===== src/rtl/serial_adder_pkg.sv =====
// Shared types and helpers for the digit-serial adder.
package serial_adder_pkg;

  typedef enum logic [1:0] {
    StIdle = 2'd0,
    StRun  = 2'd1,
    StDone = 2'd2
  } state_e;

  // Ceiling log2, usable at elaboration time.
  function automatic int unsigned clog2(input int unsigned n);
    int unsigned r;
    r = 0;
    for (int unsigned i = 0; i < 32; i++) begin
      if ((64'd1 << i) < 64'(n)) r = i + 1;
    end
    return r;
  endfunction

  // Digit counter width; at least one bit so a single-digit adder still has a counter.
  function automatic int unsigned cnt_width(input int unsigned n);
    return (clog2(n) < 1) ? 1 : clog2(n);
  endfunction

endpackage


===== src/rtl/full_adder.sv =====
// One-bit combinational full adder slice.
module full_adder (
  input  logic a,
  input  logic b,
  input  logic cin,
  output logic sum,
  output logic cout
);

  assign sum  = a ^ b ^ cin;
  assign cout = (a & b) | (cin & (a ^ b));

endmodule


===== src/rtl/serial_adder.sv =====
// Digit-serial adder: WIDTH-bit a + b + carry_in, DIGIT bits per clock, LSB first.
module serial_adder
  import serial_adder_pkg::*;
#(
  parameter int unsigned WIDTH = 8,
  parameter int unsigned DIGIT = 1
) (
  input  logic             clk,
  input  logic             rst,
  input  logic             in_valid,
  output logic             in_ready,
  input  logic [WIDTH-1:0] a,
  input  logic [WIDTH-1:0] b,
  input  logic             carry_in,
  output logic             out_valid,
  input  logic             out_ready,
  output logic [WIDTH-1:0] sum,
  output logic             carry_out,
  output logic             overflow
);

  localparam int unsigned N  = WIDTH / DIGIT;
  localparam int unsigned CW = cnt_width(N);
  localparam logic [CW-1:0] LastCnt = CW'(N - 1);

  if (WIDTH < 1 || DIGIT < 1 || DIGIT > WIDTH || (WIDTH % DIGIT) != 0) begin : g_bad_params
    $error("serial_adder: need 1 <= DIGIT <= WIDTH and WIDTH divisible by DIGIT");
  end

  state_e          state;
  logic [WIDTH-1:0] a_q;
  logic [WIDTH-1:0] b_q;
  logic             c_q;
  logic [CW-1:0]    cnt;

  logic [DIGIT:0]   chain;
  logic [DIGIT-1:0] digit_sum;
  logic [WIDTH-1:0] sum_nx;

  assign in_ready  = (state == StIdle);
  assign out_valid = (state == StDone);

  assign chain[0] = c_q;

  for (genvar i = 0; i < DIGIT; i++) begin : g_fa
    full_adder u_fa (
      .a    (a_q[i]),
      .b    (b_q[i]),
      .cin  (chain[i]),
      .sum  (digit_sum[i]),
      .cout (chain[i+1])
    );
  end

  // New digit enters at the top of the sum; shift form also covers DIGIT == WIDTH.
  always_comb begin
    sum_nx = '0;
    sum_nx = (sum >> DIGIT) | (WIDTH'(digit_sum) << (WIDTH - DIGIT));
  end

  // Handshake FSM plus operand/result datapath registers.
  always_ff @(posedge clk or posedge rst) begin
    if (rst) begin
      state     <= StIdle;
      a_q       <= '0;
      b_q       <= '0;
      c_q       <= 1'b0;
      cnt       <= '0;
      sum       <= '0;
      carry_out <= 1'b0;
      overflow  <= 1'b0;
    end else begin
      unique case (state)
        StIdle: begin
          if (in_valid) begin
            a_q   <= a;
            b_q   <= b;
            c_q   <= carry_in;
            cnt   <= '0;
            state <= StRun;
          end
        end
        StRun: begin
          a_q <= a_q >> DIGIT;
          b_q <= b_q >> DIGIT;
          c_q <= chain[DIGIT];
          sum <= sum_nx;
          cnt <= cnt + CW'(1);
          if (cnt == LastCnt) begin
            carry_out <= chain[DIGIT];
            // chain[DIGIT-1] is the carry into the MSB on the last digit.
            overflow  <= chain[DIGIT-1] ^ chain[DIGIT];
            state     <= StDone;
          end
        end
        StDone: begin
          if (out_ready) state <= StIdle;
        end
        default: state <= StIdle;
      endcase
    end
  end

endmodule


===== config.mk =====
export PLATFORM = sky130hd
export DESIGN_NAME = serial_adder
export DESIGN_NICKNAME = d
export VERILOG_FILES = /design/src/rtl/serial_adder_pkg.sv /design/src/rtl/full_adder.sv /design/src/rtl/serial_adder.sv
export SDC_FILE = /design/constraint.sdc
export NUM_CORES = 1
export LEC_CHECK = 0
export CORE_MARGIN = 4
export CORE_UTILIZATION = 54
export DETAILED_ROUTE_END_ITERATION = 8
export PLACE_DENSITY = 0.88
export SKIP_CTS_REPAIR_TIMING = 1
export SLEW_MARGIN = 5
export SYNTH_ARGS = -nofsm -noshare
export SYNTH_HDL_FRONTEND = slang
export SYNTH_SLANG_ARGS = --single-unit

===== constraint.sdc =====
create_clock -name clk -period 3.95 [get_ports clk]
set_input_delay 0.79 -clock clk [delete_from_list [all_inputs] [get_ports clk]]
set_output_delay 0.79 -clock clk [all_outputs]
set_load 0.02 [all_outputs]

### After elaboration in Yosys (flattened, before gate mapping)

Cells that the tools add are included.

| cells by class | value |
|---|---|
| mux-type cells | 12 |
| bitwise operators | 7 |
| reductions and logical operators | 5 |
| add/sub/neg operators | 1 |
| eq/ne operators | 6 |

Operator list:

| operator | count |
|---|---|
| 8-bit one-hot mux with 2 select lines | 2 |
| 8-bit two-way mux | 2 |
| 7-bit by 8-bit OR with 8-bit output | 1 |
| 2-bit two-way mux | 3 |
| 2-bit one-hot mux with 3 select lines | 1 |
| 3-bit one-hot mux with 2 select lines | 1 |
| 2-bit != test (second input constant) | 2 |
| 2-bit AND reduction | 2 |
| 3-bit by 1-bit adder with 3-bit output (second input constant) | 1 |
| 3-bit equality test (second input constant) | 1 |
| 3-bit two-way mux | 1 |
| 3-bit AND reduction | 1 |
| 1-bit XOR | 3 |
| 1-bit bitwise AND | 2 |
| 2-bit by 1-bit equality test with 1-bit output (second input constant) | 1 |
| 2-bit equality test (second input constant) | 1 |
| 2-bit logical NOT | 1 |
| 2-bit by 1-bit != test with 1-bit output (second input constant) | 1 |
| 1-bit one-hot mux with 2 select lines | 1 |
| 2-bit nonzero test | 1 |
| 1-bit two-way mux | 1 |
| 1-bit OR | 1 |

| word-level totals | value |
|---|---|
| register bits | 32 |

### Logic depth before layout (Yosys ltp)

Gate-level depths: netlist of run 1.

| logic depth | value |
|---|---|
| word-level depth | 4 |
| depth in mapped cells | 4 |

### By module

Synthesis of run 1 repeated with hierarchy kept, for this count alone.

| unflattened totals | value |
|---|---|
| cells, all modules | 131 |
| area, all modules | 1585.3 um^2 |

By module, submodules not included:

| module | instances | cells each | area each (um^2) | sequential area each (um^2) |
|---|---|---|---|---|
| serial_adder | 1 | 130 | 1565.3 | 800.8 |
| full_adder | 1 | 1 | 20.0 | 0.0 |

### Least setup slack after synthesis of run 1

OpenSTA, ideal clock, no wires.

| path | value |
|---|---|
| path type | reg-to-output |
| start point | register state[0] |
| end point | output port out_valid |
| arrival time | 0.866 ns |
| path buffers | 1 |
| cell stages (with the launch flop) | 4 |
| slack | 2.294 ns |
| cell sequence | dfrtp_1 buf_4 nand2b_1 inv_1 |

| between the ends | value |
|---|---|
| cells in the longest elaborated chain, start to end | 1 |

RTL lines:

| what | line | source |
|---|---|---|
| from (decl) | serial_adder.sv:30 | `state_e state;` |
| from (signal assigned) | serial_adder.sv:64 | `state <= StIdle;` |
| from (signal assigned) | serial_adder.sv:80 | `state <= StRun;` |
| from (signal assigned) | serial_adder.sv:93 | `state <= StDone;` |
| 2-bit equality test | serial_adder.sv:41 | `assign out_valid = (state == StDone);` |
| to (decl) | serial_adder.sv:15 | `output logic out_valid,` |

No other way between the ends.

### Final worst setup path of run 1

Ends and elaborated chain as after synthesis.

==> impl_results.md, run 1 <==
- Status: complete, no violations
- Syn_area_per_cell: 12.4 µm²
- Crit path buffers/inverters: 2
- Most frequent cells in the layout: dfrtp_1, clkdlybuf4s50_1, inv_1
- Dpl hpwl: 2110 µm
- Hold Path Depth: 1
- Distinct cells, synth: 27
- Aggregate global-route resource usage: 0.169
- Placed inst area: 0.00192 mm²
- Area growth, synth to finish: 23.4%
- Cell area after synthesis: 0.00162 mm²
- WL final: 3070 µm
- Final setup fails: 0
- Arr. time, crit path: 2.28 ns
- R2r startpoint: state[0]
- Worst Hold Path EP: a_q[7]
- Syn Inst Count: 131
- Worst-path clk slew: 0.10 ns
- Predominant post-synthesis flop cell: dfrtp_1
- DRT antenna net count: 0
- Sequential-to-total area share from yosys stat: 0.493
- Final Max Tran Viols: 0
- Number of port buffers: 32
- First-pass GRT wire length: 5240 µm
- Largest net degree at the start of global routing: 34
- Reg2Reg Depth: 3
- Clock root cell: clkbuf_4
- Setup WS pre-CTS: 1.28 ns
- H-tree depth: 2
- IO Count: 33
- DIE AREA: 0.00395 mm²
- Setup TNS Final: 0 ns
- Initial Util: 0.579
- Clock Sinks: 32
- Number of diodes: 0
- Initial antenna violation count: 0
- Die Span Y: 62.8 µm
- Critical Path Fanout Max: 33
- Yosys warning total: 0
- CP cell instances: nand2b_1, inv_1, clkdlybuf4s50_1
- Via/cell ratio: 5.91
- Worst r2r dst: cnt[0]
- Crit path capture type: primary output
- # rows: 19
- CTS Buf Count: 5
- P_leak: 0.850 nW
- Worst hold path class: reg -> reg
- Layout Utilization: 0.714
- WP data required: 3.16 ns
- Max Cap Viol: 0
- Grt total ovfl: 0
- Critical path type: reg -> out
- CTS Buffer Depth: 2
- Drt first pass iters: 4
- Setup crit start kind: flip-flop
- Max incr delay on CP: 1.13 ns
- Initial drt markers: 48
- FF-to-FF setup slack: 1.64 ns
- Core area: 0.00281 mm²
- Fin area: 0.00200 mm²
- CTS tree: built
- Critical path's slowest cell: dfrtp_1
- Hold_sp: a_q[7]
- Vias in the first global route: 1,185
- Die width: 62.8 µm
- Slew headroom: 0.221
- Cell Pwr Density: 782 mW/mm²
- Drt drc: 0
- Hold Violations, Final: 0
- Final period utilization: 0.778
- Number of synthesized register bits: 32
- Post-synth ARST share: 1.00
- Post-route clock skew: 0.00380 ns
- EDFF count, synth: 0
- GP Congestion: 0.758
- Vias: 1,146
- Least-Margin Pin Slew: 1.17 ns
- Ratio of cells with drive above 1 in the final layout: 0.184
- Largest delay share family, worst path: flip-flops
- Drt wl/cell: 15.8 µm
- Min Tclk post-route: 3.07 ns
- Post-synth net total: 155
- VDD IR-drop max: 0.342 mV
- Clk_lat worst skew: 0.34 ns
- Layout Nets: 186
- FMAX: 325 MHz
- RSZ-0062 raised after global routing: false
- Final worst setup slack: 0.878 ns
## routing by layer
layer,GRT usage,share of wire,vias up
met2,0.282,0.51,34
met5,0,0,-
li1,-,-,539
met1,0.203,0.42,569
met4,0.0744,0.0075,0
met3,0.0468,0.057,4
## cell usage after synthesis, types with 3 or more instances
cell / instances / share of area
dfrtp_1: 32 / 0.49
inv_1: 18 / 0.042
a211oi_1: 7 / 0.032
nor3b_1: 7 / 0.032
nor4b_1: 7 / 0.038
a221oi_2: 6 / 0.056
mux2_2: 6 / 0.042
nor2_1: 6 / 0.014
nor4b_2: 6 / 0.056
buf_2: 5 / 0.015
mux2_1: 5 / 0.035
buf_6: 3 / 0.021
nand2b_1: 3 / 0.012
## worst max-delay path by stage
| stage | start | end | slack (ns) | depth (start not counted) |
|---|---|---|---|---|
| 6_report | state[0] | out_valid | 0.88 | 3 |
| 3_3_place_gp | state[0] | out_valid | 1.30 | 3 |
| 3_5_place_dp | in_valid | a_q[1] | 1.28 | 4 |
| 2_1_floorplan | state[0] | out_valid | 2.29 | 3 |
| 5_1_grt | state[0] | out_valid | 0.76 | 3 |
| 4_1_cts | state[0] | out_valid | 0.88 | 3 |
## kinds of logic after synthesis
family / share of synthesized area
AO/OA/AOI/OAI: 0.134
XOR/XNOR: 0.00540
adder cells (fa/ha/maj): 0.0278
buffers and inverters: 0.0871
flip-flops: 0.493
multiplexers: 0.0763
AND/OR/NAND/NOR: 0.176
## registers in the layout, summed over array words and instances, names as in the netlist
register / count
c_q: 1
sum: 8
state: 2
cnt: 3
overflow: 1
a_q: 8
b_q: 8
carry_out: 1
## area by class of cell
| class | count | area (µm²) |
|---|---|---|
| Timing Repair Buffer | 34 | 335 |
| Fill cell | 216 | 802 |
| Multi-Input combinational cell | 71 | 681 |
| Sequential cell | 32 | 801 |
| Clock inverter | 3 | 42.5 |
| Inverter | 18 | 67.6 |
| Clock buffer | 5 | 37.5 |
| Tap cell | 31 | 38.8 |
## report_power, final
part,internal [mW],switching [mW]
registers,0.484,0.137
logic,0.366,0.328
clock network,0.132,0.118
## per-stage QoR
step	hold WS [ns]	total power [mW]	cells
floorplan	0.466	1.12	131
global placement	0.477	1.28	186
detailed placement	0.486	1.33	186
CTS	0.510	1.58	194
global route	0.545	1.67	194
finish	0.508	1.57	194
No activity file was read; power rests on OpenSTA's default activity.
==> inputs of run 2 (changes only) <==
Settings changed: CORE_UTILIZATION 54 to 46, PLACE_DENSITY 0.88 to 0.81.
Clock period 3.95 ns to 2.7 ns, I/O delays scaled along.
==> run 2 against run 1 <==
Effect of this change:
- clock power grew 65%
- clock skew grew 0.015 ns
- critical path depth grew 1
- die area grew 15%
- non-clock buffer count grew 4
- combinational power grew 59%
- cell area grew 3.2%
- global-route usage shrank 1.0 points
- register-to-register slack lost 0.74 ns
- flip-flop and latch count is the same
- final cell count grew 9.8%
- highest routed layer unchanged
==> impl_results.md, run 2 (synthesis results as in run 1) <==
- Slew headroom: 0.514
- Clock root cell: clkbuf_4
- Number of diodes: 0
- Ratio of cells with drive above 1 in the final layout: 0.204
- FMAX: 433 MHz
- CTS Buffer Depth: 2
- DRT antenna net count: 0
- Vias: 1,127
- Initial Util: 0.483
- H-tree depth: 2
- Grt total ovfl: 0
- Filler instances: 291
- Dpl hpwl: 2250 µm
- Arr. time, crit path: 1.77 ns
- Vias in the first global route: 1,112
- Clock Sinks: 32
- RSZ-0062 raised after global routing: false
- VDD IR-drop max: 0.464 mV
- Drt first pass iters: 5
- Cell Pwr Density: 1150 mW/mm²
- WP data required: 2.16 ns
- Largest net degree at the start of global routing: 33
- Largest delay share family, worst path: buffers and inverters
- GP Congestion: 0.738
- Final Non-Filler Cells: 213
- Drt drc: 0
- Final Max Tran Viols: 0
- Critical Path Fanout Max: 13
- Core area: 0.00336 mm²
- P_leak: 0.883 nW
- Final setup fails: 0
- Hold Violations, Final: 0
- First-pass GRT wire length: 5290 µm
- Worst hold path class: reg -> reg
- Area growth, synth to finish: 27.4%
- Die Span Y: 67.4 µm
- Clk_lat worst skew: 0.34 ns
- Crit path capture type: primary output
- WL final: 3200 µm
- Top Registers: a_q x8, b_q x8, sum x8
- Status: complete, no violations
- Initial drt markers: 45
- Max incr delay on CP: 0.59 ns
- Setup TNS Final: 0 ns
- Fin area: 0.00207 mm²
- Aggregate global-route resource usage: 0.158
- Worst-path clk slew: 0.11 ns
- Critical path type: reg -> out
- Placed inst area: 0.00197 mm²
- Via/cell ratio: 5.29
- Max Cap Viol: 0
- Setup crit start kind: flip-flop
- CP cell instances: buf_4, nand2b_1, inv_1, clkdlybuf4s50_1
- Die width: 67.4 µm
- Initial antenna violation count: 0
- Min Tclk post-route: 2.31 ns
- IO Count: 33
- CTS tree: built
- Layout Nets: 190
- # rows: 21
- Most frequent cells in the layout: dfrtp_1, clkdlybuf4s50_1, inv_1
- Drt wl/cell: 15.0 µm
- Least-Margin Pin Slew: 0.727 ns
- Critical path's slowest cell: clkdlybuf4s50_1
- Post-route clock skew: 0.0183 ns
- Placed insts: 205
- Number of port buffers: 32
- CTS Buf Count: 5
- DIE AREA: 0.00454 mm²
- Final period utilization: 0.856
- Crit path buffers/inverters: 3
[run 2: path summary, 6_finish.rpt]
kind | slack (ns) | depth (start not counted) | from | endpoint
max | 0.39 | 4 | state[0] | out_valid
min | 0.51 | 1 | a_q[7] | a_q[7]
max reg2reg | 0.90 | 4 | state[0] | c_q
min reg2reg | 0.51 | 1 | a_q[7] | a_q[7]
max in group asynchronous | 1.81 | 3 | rst | state[1]
min in group asynchronous | 0.58 | 3 | rst | a_q[1]
[run 2: metrics by stage]
stage	setup WS (ns)	hold WS [ns]	util	power (mW)
2_1_floorplan	1.29	0.466	-	1.63
3_3_place_gp	0.663	0.475	0.586	1.90
3_5_place_dp	0.586	0.487	0.586	1.97
4_1_cts	0.378	0.511	0.615	2.39
5_1_grt	0.317	0.535	0.615	2.53
6_report	0.389	0.514	0.615	2.37
[run 2: layer usage]
| metal | routed length (µm) | GRT usage |
|---|---|---|
| met2 | 1570 | 0.255 |
| met3 | 216 | 0.0466 |
| met5 | 0 | 0 |
| met4 | 41 | 0.0608 |
| met1 | 1370 | 0.201 |
[run 2: area by class of cell]
cell class / count / area (µm²) / share of cell area
sequential: 32 / 801 / 0.387
multi-input combinational: 71 / 681 / 0.329
timing repair buffer: 38 / 365 / 0.177
inverter: 18 / 67.6 / 0.0327
clock buffer: 7 / 65.1 / 0.0315
tap: 46 / 57.6 / 0.0278
clock inverter: 1 / 30.0 / 0.0145
[run 2: power breakdown]
part / leakage, nW / internal [mW] / switching, mW
Combinational: 0.456 / 0.555 / 0.546
Clock: 0.0515 / 0.246 / 0.167
Sequential: 0.375 / 0.710 / 0.142
==> inputs of run 3 (changes only) <==
Settings changed: ABC_AREA set to 1, CORE_UTILIZATION 46 to 45, PLACE_DENSITY 0.81 to 0.8.
==> run 3 against run 2 <==
Effect of this change:
- register-to-register slack got worse by 0.12 ns
- worst setup slack improved by 0.060 ns
- clock-buffer cell count fell by 1
- non-clock buffer count fell by 4
- global-route usage fell by 0.46 points
- flip-flop and latch count did not move
- final cell count rose by 33%
- clock power fell by 14%
- worst hold slack got worse by 0.027 ns
- highest routed layer unchanged
==> impl_results.md, run 3 <==
- Status: complete, no violations
- Vias: 1,306
- Drt wl/cell: 10.4 µm
- Worst Hold Path EP: b_q[5]
- Commonest non-fill, non-tap cell in the layout: nand2_1
- Most frequent cells in the layout: nand2_1, inv_1, dfrtp_1, clkdlybuf4s50_1, nand3_1
- Syn_area_per_cell: 7.72 µm²
- DRT antenna net count: 0
- Die width: 67 µm
- Worst-path clk slew: 0.10 ns
- H-tree depth: 2
- FMAX: 444 MHz
- # rows: 21
- WP data required: 2.16 ns
- Final Max Tran Viols: 0
- Setup TNS Final: 0 ns
- Setup WS pre-CTS: 0.804 ns
- Initial antenna violation count: 0
- IO Count: 33
- Final Power: 2.16 mW
- CTS Buf Count: 5
- Hold slack: 0.487 ns
- Core area: 0.00334 mm²
- P_leak: 1.09 nW
- Post-synth ARST share: 1.00
- Number of synthesized register bits: 32
- Reg2Reg Depth: 6
- WL final: 2950 µm
- Largest net degree at the start of global routing: 33
- Slew headroom: 0.554
- Clk_lat worst skew: 0.34 ns
- Initial drt markers: 73
- Worst r2r dst: carry_out
- First-pass GRT wire length: 5120 µm
- Vias in the first global route: 1,182
- Synth area leaders: dfrtp_1, nand2_1, inv_1
- Synth top area share: 0.511
- R2r startpoint: state[0]
- Via/cell ratio: 4.60
- Largest delay share family, worst path: buffers and inverters
- Arr. time, crit path: 1.71 ns
- Min Tclk post-route: 2.25 ns
- Largest area contributor in the netlist: dfrtp_1
- Critical path type: reg -> out
- Hold Path Depth: 2
- Clock root cell: clkbuf_4
- CP cell instances: nor2_1, clkdlybuf4s50_1
- Max Cap Viol: 0
- GP Congestion: 0.779
- Cell area after synthesis: 0.00157 mm²
- Clock Sinks: 32
- Least-Margin Pin Slew: 0.667 ns
- Worst hold path class: reg -> reg
- Ratio of cells with drive above 1 in the final layout: 0.0630
- Hold_sp: b_q[5]
- CTS Buffer Depth: 2
- EDFF count, synth: 0
- CTS tree: built
- Top cells by count, synth: nand2_1, inv_1, dfrtp_1
- Initial Util: 0.469
- Die Span Y: 67 µm
- Aggregate global-route resource usage: 0.154
- Final setup fails: 0
- Sequential-to-total area share from yosys stat: 0.511
- Drt drc: 0
- Drt first pass iters: 4
- Max incr delay on CP: 0.64 ns
- Yosys warning total: 0
- Critical Path Fanout Max: 11
- Dpl hpwl: 2070 µm
- Post-synth net total: 227
- Count leader, synth: nand2_1
- Final worst setup slack: 0.448 ns
- Layout Nets: 261
- Post-route clock skew: 0.00925 ns
- Area growth, synth to finish: 26.7%
- Critical path's slowest cell: clkdlybuf4s50_1
- FF-to-FF setup slack: 0.78 ns
- Final period utilization: 0.834
- Cell Pwr Density: 1090 mW/mm²
- Predominant post-synthesis flop cell: dfrtp_1
- Number of port buffers: 32
- Crit path buffers/inverters: 1
- Grt total ovfl: 0
- Number of diodes: 0
- Syn Inst Count: 203
- RSZ-0062 raised after global routing: false
- Setup crit start kind: flip-flop
- VDD IR-drop max: 0.492 mV
- DIE AREA: 0.00449 mm²
- Top Registers: a_q x8, b_q x8, sum x8
- Crit path capture type: primary output
- Distinct cells, synth: 20
- Hold Violations, Final: 0
-- run 3: cell types whose count changed after synthesis, moves of 7 or more --
cell	delta
nor4b_1	-7
a211oi_1	-7
nor3b_1	-7
nand2_1	+92
inv_1	+15
nand3_1	+17
-- run 3: per-layer routing --
layer,vias to the layer above,part of all wire,track usage
met4,0,0.022,0.0759
met2,34,0.45,0.234
li1,673,-,-
met5,-,0,0
met1,591,0.46,0.198
met3,8,0.065,0.0438
-- run 3: final cells by class --
class / instances / area, µm²
fill: 331 / 1350
sequential: 32 / 801
multi-input combinational: 129 / 578
timing repair buffer: 34 / 335
inverter: 35 / 136
tap: 46 / 57.6
clock buffer: 6 / 41.3
clock inverter: 2 / 35.0
-- run 3: worst register-to-register path, stage by stage (launching register included) --
cell,delay (ns)
dfrtp_1,0.59
buf_4,0.27
inv_1,0.06
nor2_1,0.51
nand2_1,0.23
nand2_1,0.10
o21ai_1,0.06
-- run 3: kinds of logic after synthesis --
family,Yosys count,synth area share
AO/OA/AOI/OAI,8,0.0295
XOR/XNOR,1,0.00559
adder cells (fa/ha/maj),3,0.0288
buffers and inverters,42,0.120
flip-flops,32,0.511
AND/OR/NAND/NOR,117,0.305
-- run 3: metrics by stage --
stage	area, µm²	instances	utilization
after CTS	1980	284	0.595
final	1980	284	0.595
after global routing	1980	284	0.595
after detailed placement	1910	276	0.572
after global placement	1910	276	0.572
after floorplan	1570	203	-
-- run 3: worst max-delay path by stage --
stage | startpoint | depth (start not counted) | end
after floorplan | state[0] | 2 | in_ready
after global placement | state[0] | 2 | in_ready
after detailed placement | state[0] | 2 | in_ready
after CTS | state[0] | 2 | in_ready
after global routing | state[0] | 2 | in_ready
final | state[0] | 2 | in_ready
-- run 3: report_power, final --
| part | total, mW | internal (mW) | leakage (nW) | switching [mW] |
|---|---|---|---|---|
| sequential | 0.848 | 0.696 | 0.398 | 0.151 |
| clock | 0.356 | 0.194 | 0.0422 | 0.162 |
| combinational | 0.958 | 0.397 | 0.650 | 0.561 |
